--- src/rtl/sym9_frame_loader.sv ---
// Serial 9-bit frame collector feeding a 9-input symmetric stage.
// Each completed frame is held on vec for SETTLE_CYCLES, then sym_in is captured and offered as a result.
module sym9_frame_loader #(
    parameter int SETTLE_CYCLES = 2
) (
    input  logic        clk,
    input  logic        rst,
    input  logic        sdata,
    input  logic        svalid,
    output logic        sready,
    input  logic        frame_start,
    output logic [8:0]  vec,
    input  logic        sym_in,
    output logic        res_valid,
    input  logic        res_ready,
    output logic        res_data,
    output logic [8:0]  res_vec,
    output logic [15:0] frame_cnt,
    output logic        sync_err
);

    localparam logic [3:0] SETTLE_LD = 4'(SETTLE_CYCLES - 1);

    typedef enum logic [1:0] {
        S_IDLE   = 2'd0,
        S_SETTLE = 2'd1,
        S_OUT    = 2'd2
    } state_t;

    state_t      r_state;
    state_t      w_state_nx;
    logic [8:0]  r_shift;
    logic [3:0]  r_bit_cnt;
    logic [3:0]  r_settle;
    logic [8:0]  r_vec;
    logic        r_res_valid;
    logic        r_res_data;
    logic [8:0]  r_res_vec;
    logic [15:0] r_frame_cnt;
    logic        r_sync_err;

    logic        w_handshake;
    logic        w_can_complete;
    logic        w_sready;
    logic        w_accept;
    logic        w_complete;
    logic        w_capture;

    // The 9th bit may only land when the evaluator is free or is freed this very cycle.
    assign w_handshake    = (r_state == S_OUT) && res_ready;
    assign w_can_complete = (r_state == S_IDLE) || w_handshake;
    assign w_sready       = !((r_bit_cnt == 4'd8) && !w_can_complete);
    assign w_accept       = svalid && w_sready;
    assign w_complete     = w_accept && !frame_start && (r_bit_cnt == 4'd8);
    assign w_capture      = (r_state == S_SETTLE) && (r_settle == 4'd0);

    always_comb begin
        w_state_nx = r_state;
        case (r_state)
            S_IDLE:   if (w_complete) w_state_nx = S_SETTLE;
            S_SETTLE: if (r_settle == 4'd0) w_state_nx = S_OUT;
            S_OUT:    if (res_ready) w_state_nx = w_complete ? S_SETTLE : S_IDLE;
            default:  w_state_nx = S_IDLE;
        endcase
    end

    always_ff @(posedge clk or posedge rst) begin
        if (rst) begin
            r_state     <= S_IDLE;
            r_res_valid <= 1'b0;
        end else begin
            r_state     <= w_state_nx;
            r_res_valid <= (w_state_nx == S_OUT);
        end
    end

    // Collector: LSB-first assembly; frame_start restarts at bit 0.
    always_ff @(posedge clk or posedge rst) begin
        if (rst) begin
            r_shift    <= 9'd0;
            r_bit_cnt  <= 4'd0;
            r_vec      <= 9'd0;
            r_sync_err <= 1'b0;
        end else if (w_accept) begin
            if (frame_start) begin
                r_shift   <= {8'd0, sdata};
                r_bit_cnt <= 4'd1;
                if (r_bit_cnt != 4'd0)
                    r_sync_err <= 1'b1;
            end else if (r_bit_cnt == 4'd8) begin
                r_vec     <= {sdata, r_shift[7:0]};
                r_shift   <= 9'd0;
                r_bit_cnt <= 4'd0;
            end else begin
                r_shift[r_bit_cnt] <= sdata;
                r_bit_cnt          <= r_bit_cnt + 4'd1;
            end
        end
    end

    always_ff @(posedge clk or posedge rst) begin
        if (rst) begin
            r_settle <= 4'd0;
        end else if (w_complete) begin
            r_settle <= SETTLE_LD;
        end else if ((r_state == S_SETTLE) && (r_settle != 4'd0)) begin
            r_settle <= r_settle - 4'd1;
        end
    end

    always_ff @(posedge clk or posedge rst) begin
        if (rst) begin
            r_res_data  <= 1'b0;
            r_res_vec   <= 9'd0;
            r_frame_cnt <= 16'd0;
        end else begin
            if (w_capture) begin
                r_res_data <= sym_in;
                r_res_vec  <= r_vec;
            end
            if (w_handshake)
                r_frame_cnt <= r_frame_cnt + 16'd1;
        end
    end

    assign sready    = w_sready;
    assign vec       = r_vec;
    assign res_valid = r_res_valid;
    assign res_data  = r_res_data;
    assign res_vec   = r_res_vec;
    assign frame_cnt = r_frame_cnt;
    assign sync_err  = r_sync_err;

endmodule

--- config.mk ---
export PLATFORM = sky130hd
export DESIGN_NAME = sym9_frame_loader
export DESIGN_NICKNAME = d
export VERILOG_FILES = /design/src/rtl/sym9_frame_loader.sv
export SDC_FILE = /design/constraint.sdc
export NUM_CORES = 1
export LEC_CHECK = 0
export ABC_AREA = 0
export CAP_MARGIN = 20
export CORE_AREA = 2 2 96 98
export CTS_CLUSTER_DIAMETER = 50
export CTS_CLUSTER_SIZE = 28
export DETAILED_ROUTE_END_ITERATION = 10
export DIE_AREA = 0 0 98 100
export GPL_ROUTABILITY_DRIVEN = 0
export PLACE_DENSITY = 0.5
export SLEW_MARGIN = 25
export SYNTH_ARGS = -nofsm -noshare
export SYNTH_HDL_FRONTEND = slang
export SYNTH_SLANG_ARGS = --single-unit
--- constraint.sdc ---
create_clock -name clk -period 4 [get_ports clk]
set_clock_uncertainty 0.2 [all_clocks]
set_input_delay 0.6 -clock clk [delete_from_list [all_inputs] [get_ports clk]]
set_output_delay 0.6 -clock clk [all_outputs]
set_load 0.01 [all_outputs]
Word level (Yosys, flattened, before mapping):

Index checks and enable logic that the tools add are counted.

* bits in registers: 56
* input bits: 7
* logic and storage cells: 53
* output and inout bits: 38

* equality and inequality tests: 4
* add/subtract/negate cells: 3
* order comparisons: 2
* multiplexer cells: 14
* bitwise gates (word level): 1
* reductions and logical operators: 19

Operators by type and width (number)
* 9-bit 2-to-1 mux: 2
* 16-bit by 1-bit adder with 16-bit output (second input constant): 1
* 4-bit 2-to-1 mux: 4
* 9-bit bitwise mux: 1
* 1-bit logical AND: 8
* 4-bit nonzero test: 2
* 2-bit 2-to-1 mux: 3
* 2-bit case mux with 3 select lines: 1
* 3-bit AND reduction: 2
* 4-bit by 5-bit < comparator with 1-bit output (second input constant): 1
* 4-bit by 1-bit adder with 4-bit output (second input constant): 1
* 1-bit demux with 4-bit select: 1
* 2-bit == test (second input constant): 2
* 4-bit == test (second input constant): 1
* 4-bit by 1-bit greater-or-equal comparator with 1-bit output (second input constant): 1
* 4-bit logical NOT: 1
* 4-bit by 1-bit subtractor with 4-bit output (second input constant): 1
* 1-bit logical NOT: 3
* 2-bit by 1-bit == test with 1-bit output (second input constant): 1
* 2-bit logical NOT: 1
* 1-bit 2-to-1 mux: 2
* 2-bit nonzero test: 1
* 1-bit logical OR: 1
* 1-bit inverter: 1

Longest topological paths before layout:

* depth after elaboration: 13
* mapped depth: 7
* gate-level depth less buffers: 6

Least setup slack after synthesis:

OpenSTA, ideal clock, no wires.

* path kind: reg-to-reg
* start: register r_bit_cnt[0]
* end: register r_vec[0], in the netlist vec[0]
* clock period less this slack: 2.013 ns
* required time: 3.675 ns
* setup slack: 1.987 ns
* cell stages (with the launch flop): 8
* path buffers: 1
* arrival: 1.688 ns
* library setup time: 0.125 ns
* path through: dfrtp_1 > inv_1 > ha_1 > and3b_4 > o21ai_4 > nand3_4 > buf_6 > mux2_4

* longest elaborated chain between the ends: 5

RTL lines
* start: declaration: RTL line 33 `logic [3:0] r_bit_cnt;`
* start signal: assignment: RTL line 96 `r_bit_cnt <= r_bit_cnt + 4'd1;`
* 4-bit == test: RTL line 52 `assign w_sready = !((r_bit_cnt == 4'd8) && !w_can_complete);`
* 1-bit logical AND: RTL line 52
* 1-bit logical NOT: RTL line 52
* named net sready: RTL line 10 `output logic sready,`
* 1-bit logical AND: RTL line 53 `assign w_accept = svalid && w_sready;`
* 3-bit AND reduction (no line)
* end signal: assignment: RTL line 91 `r_vec <= {sdata, r_shift[7:0]};`
* end: declaration: RTL line 35 `logic [8:0] r_vec;`

The timed path passes the listed nets, and every way through them passes these cells.
A chain may end at the register's enable or synchronous reset.

Worst setup path in the final report:

* start: input res_ready
* end: output sready

* longest elaborated chain between the ends: 5

RTL lines
* start: declaration: RTL line 15 `input logic res_ready,`
* 1-bit logical AND: RTL line 50 `assign w_handshake = (r_state == S_OUT) && res_ready;`
* 1-bit logical OR: RTL line 51 `assign w_can_complete = (r_state == S_IDLE) || w_handshake;`
* 1-bit logical NOT: RTL line 52
* 1-bit logical AND: RTL line 52
* 1-bit logical NOT: RTL line 52
* end: declaration: RTL line 10

No other way between the ends.

==> metrics <==
fmax=0.343 GHz; Yosys Warn Count=0; final hold vios=0; worst-path maximum fanout=8; Layout Cells excl Fill=374; status=completed; Comb pwr share=25.4%; clock share of power=23.1%; grt ovf=0; RSZ-0062 raised after global routing=no; CTS Buf Count=5; # nets final=276; CTS clk-pin slew, worst paths=110 ps; Worst Tran Pin Value=598 ps; synth top area cells=dfrtp_1, mux2_2, xnor2_1, nand2_1, ha_1; Detailed Route WL=5020 um; drt pass-1 iters=4; peak supply drop=0.161 mV; drc violations=0; most frequent cells in the layout=dfrtp_1, clkdlybuf4s50_1, nand2_1; Worst setup EP type=output port; Fillers=891; antenna viol nets, final=0; pwr dens=440 nW/um^2; PostCTS Resize Cnt=0; Required @ worst endpoint=3200 ps; HP Class=reg2reg; post-route clock period utilization=72.9%; clock buffer depth=2; Worst setup SP type=primary input; Avg Cell Area, Syn=11.8 sq um; root buf cell=clkbuf_8; Synth Cell Area=2550 sq um; drt wl/cell=13.4 um; Min Clock Period, post-route=2920 ps; CTS tree=yes; H-Tree Depth=2; cell internal pwr=0.000963 W; die area=9800 sq um; Synth cell types=42; Core Rows=35; commonest non-fill, non-tap cell in the layout=dfrtp_1; # diodes=0; Yosys top cell by area=dfrtp_1; Lkg Pwr=1.45 nW; post-route core utilization=35.9%; Crit Path Category=in2out; 1st-iter DRT viols=48; dpl hpwl=3610 um; initial antenna violation count=0; crit path DAT=2120 ps; setup TNS=0 ps; sequential area share after synthesis=53.9%; worst-skew pair later-pin latency=320 ps; synthesis-stage register bit count=55; sw frac=31.4%; Sequential Power Share=51.5%; number of global-route vias before repair=1717; Synth top area share=53.9%; relative slew slack=60.0%; max-cap violations=0; Ports=45; first-pass GRT wire length=8730 um; Die X=98 um; Area growth syn-to-layout=24.8%; DP Cell Count=366; Post CTS Setup Buffer Count=0; Cell Area, Placed=3100 sq um; TritonCTS Sinks=55; vias post-DR=1720; Setup-failing EPs final=0; Post-Layout Inst Area=3190 sq um; fraction of layout cells with a size suffix above 1=13.7%; core area=8890 sq um; Net Sw Power=0.000442 W; Port Buffers=44; die height=100 um; pin count of the biggest net entering global routing=34; Vias/cell=4.60; net count after synthesis=231; Initial Util=28.7%; Final Max Slew Viols=0; hold_buf cts=0; GRT Total Usage=10.9%; Post-Syn Instances=217
final cells by class:
class | count | area [sq um] | area share (%)
multi-input combinational | 147 | 1100 | 34.6
tap | 111 | 139 | 4.35
timing repair buffer | 45 | 448 | 14.0
inverter | 8 | 30.0 | 0.942
clock inverter | 3 | 23.8 | 0.745
sequential | 55 | 1380 | 43.2
clock buffer | 5 | 68.8 | 2.16
power by group through the flow:
stage               combinational [W]  sequential (W)  clock, W
finish                       0.000356        0.000724  0.000325
floorplan                    0.000241        0.000722         0
global route                 0.000398        0.000742  0.000364
detailed placement           0.000361        0.000737         0
CTS                          0.000363        0.000726  0.000339
global placement             0.000356        0.000735         0
Yosys cell counts:
library cell and instances:
a21o_1 1, a21oi_1 5, a221o_1 1, a41o_1 1, and2_1 4, and2b_1 1, and3_1 1, and3b_1 1
and3b_4 1, and4_1 1, buf_2 3, buf_6 2, clkbuf_1 2, dfrtp_1 55, ha_1 7, inv_1 8
mux2_2 14, mux2_4 5, mux2i_1 4, nand2_1 24, nand2b_1 3, nand3_1 15, nand3_4 1, nand3b_1 1
nand3b_4 1, nand4_1 5, nor2_1 8, nor2_2 2, nor2b_1 2, nor3_1 3, nor3b_1 1, nor4_1 1
o211a_1 2, o211ai_1 2, o21ai_0 4, o21ai_4 1, o22ai_1 2, o2bb2ai_1 2, or3b_2 1, or4b_1 1
xnor2_1 16, xor2_1 2
sequential cells by signal (all words and copies together) (netlist names):
| signal | cells |
|---|---|
| r_state | 2 |
| res_vec | 9 |
| vec | 9 |
| r_bit_cnt | 4 |
| r_settle | 4 |
| res_valid | 1 |
| res_data | 1 |
| r_shift | 8 |
| frame_cnt | 16 |
| sync_err | 1 |
critical path: stages:
cell	delay [ps]
clkdlybuf4s50_1	540
nor2b_1	110
o21ai_4	260
clkdlybuf4s50_1	600
cells by family after synthesis:
kind of cell / Yosys count / synth area share, %
adders and majority gates: 7 / 3.43
AOI/OAI and AO/OA: 21 / 6.02
DFF: 55 / 53.9
buffers and inverters: 15 / 2.94
and+or+nand+nor: 78 / 16.9
muxes: 23 / 10.7
xor gates and xnor gates: 18 / 6.17
path summary, 6_finish.rpt:
kind,start,to,slack (ps),cells past startpoint
worst max-delay path,res_ready,sready,1080,4
worst min-delay path,frame_cnt[15],frame_cnt[15],270,1
worst max register to register,r_bit_cnt[0],vec[7],1800,6
worst min register to register,frame_cnt[15],frame_cnt[15],270,1
max in group asynchronous,rst,r_bit_cnt[2],2390,3
min in group asynchronous,rst,frame_cnt[12],410,2
stage by stage:
| step | hold slack (ps) | total power (W) | setup WS (ps) |
|---|---|---|---|
| finish | 274 | 0.00140 | 1080 |
| global route | 329 | 0.00150 | 930 |
| CTS | 282 | 0.00143 | 1070 |
| detailed placement | 265 | 0.00110 | 1110 |
| global placement | 263 | 0.00109 | 1120 |
| floorplan | 256 | 0.000963 | 1860 |
per-layer routing:
layer  global-route usage (%)  part of all wire [%]  vias up
met5                        0                     0        -
met4                     2.56                  0.66        0
met3                     2.09                   3.1        5
met2                     17.4                    48       31
met1                     15.4                    49      849
li1                         -                     -      835
(Power assumes the default switching activity.)
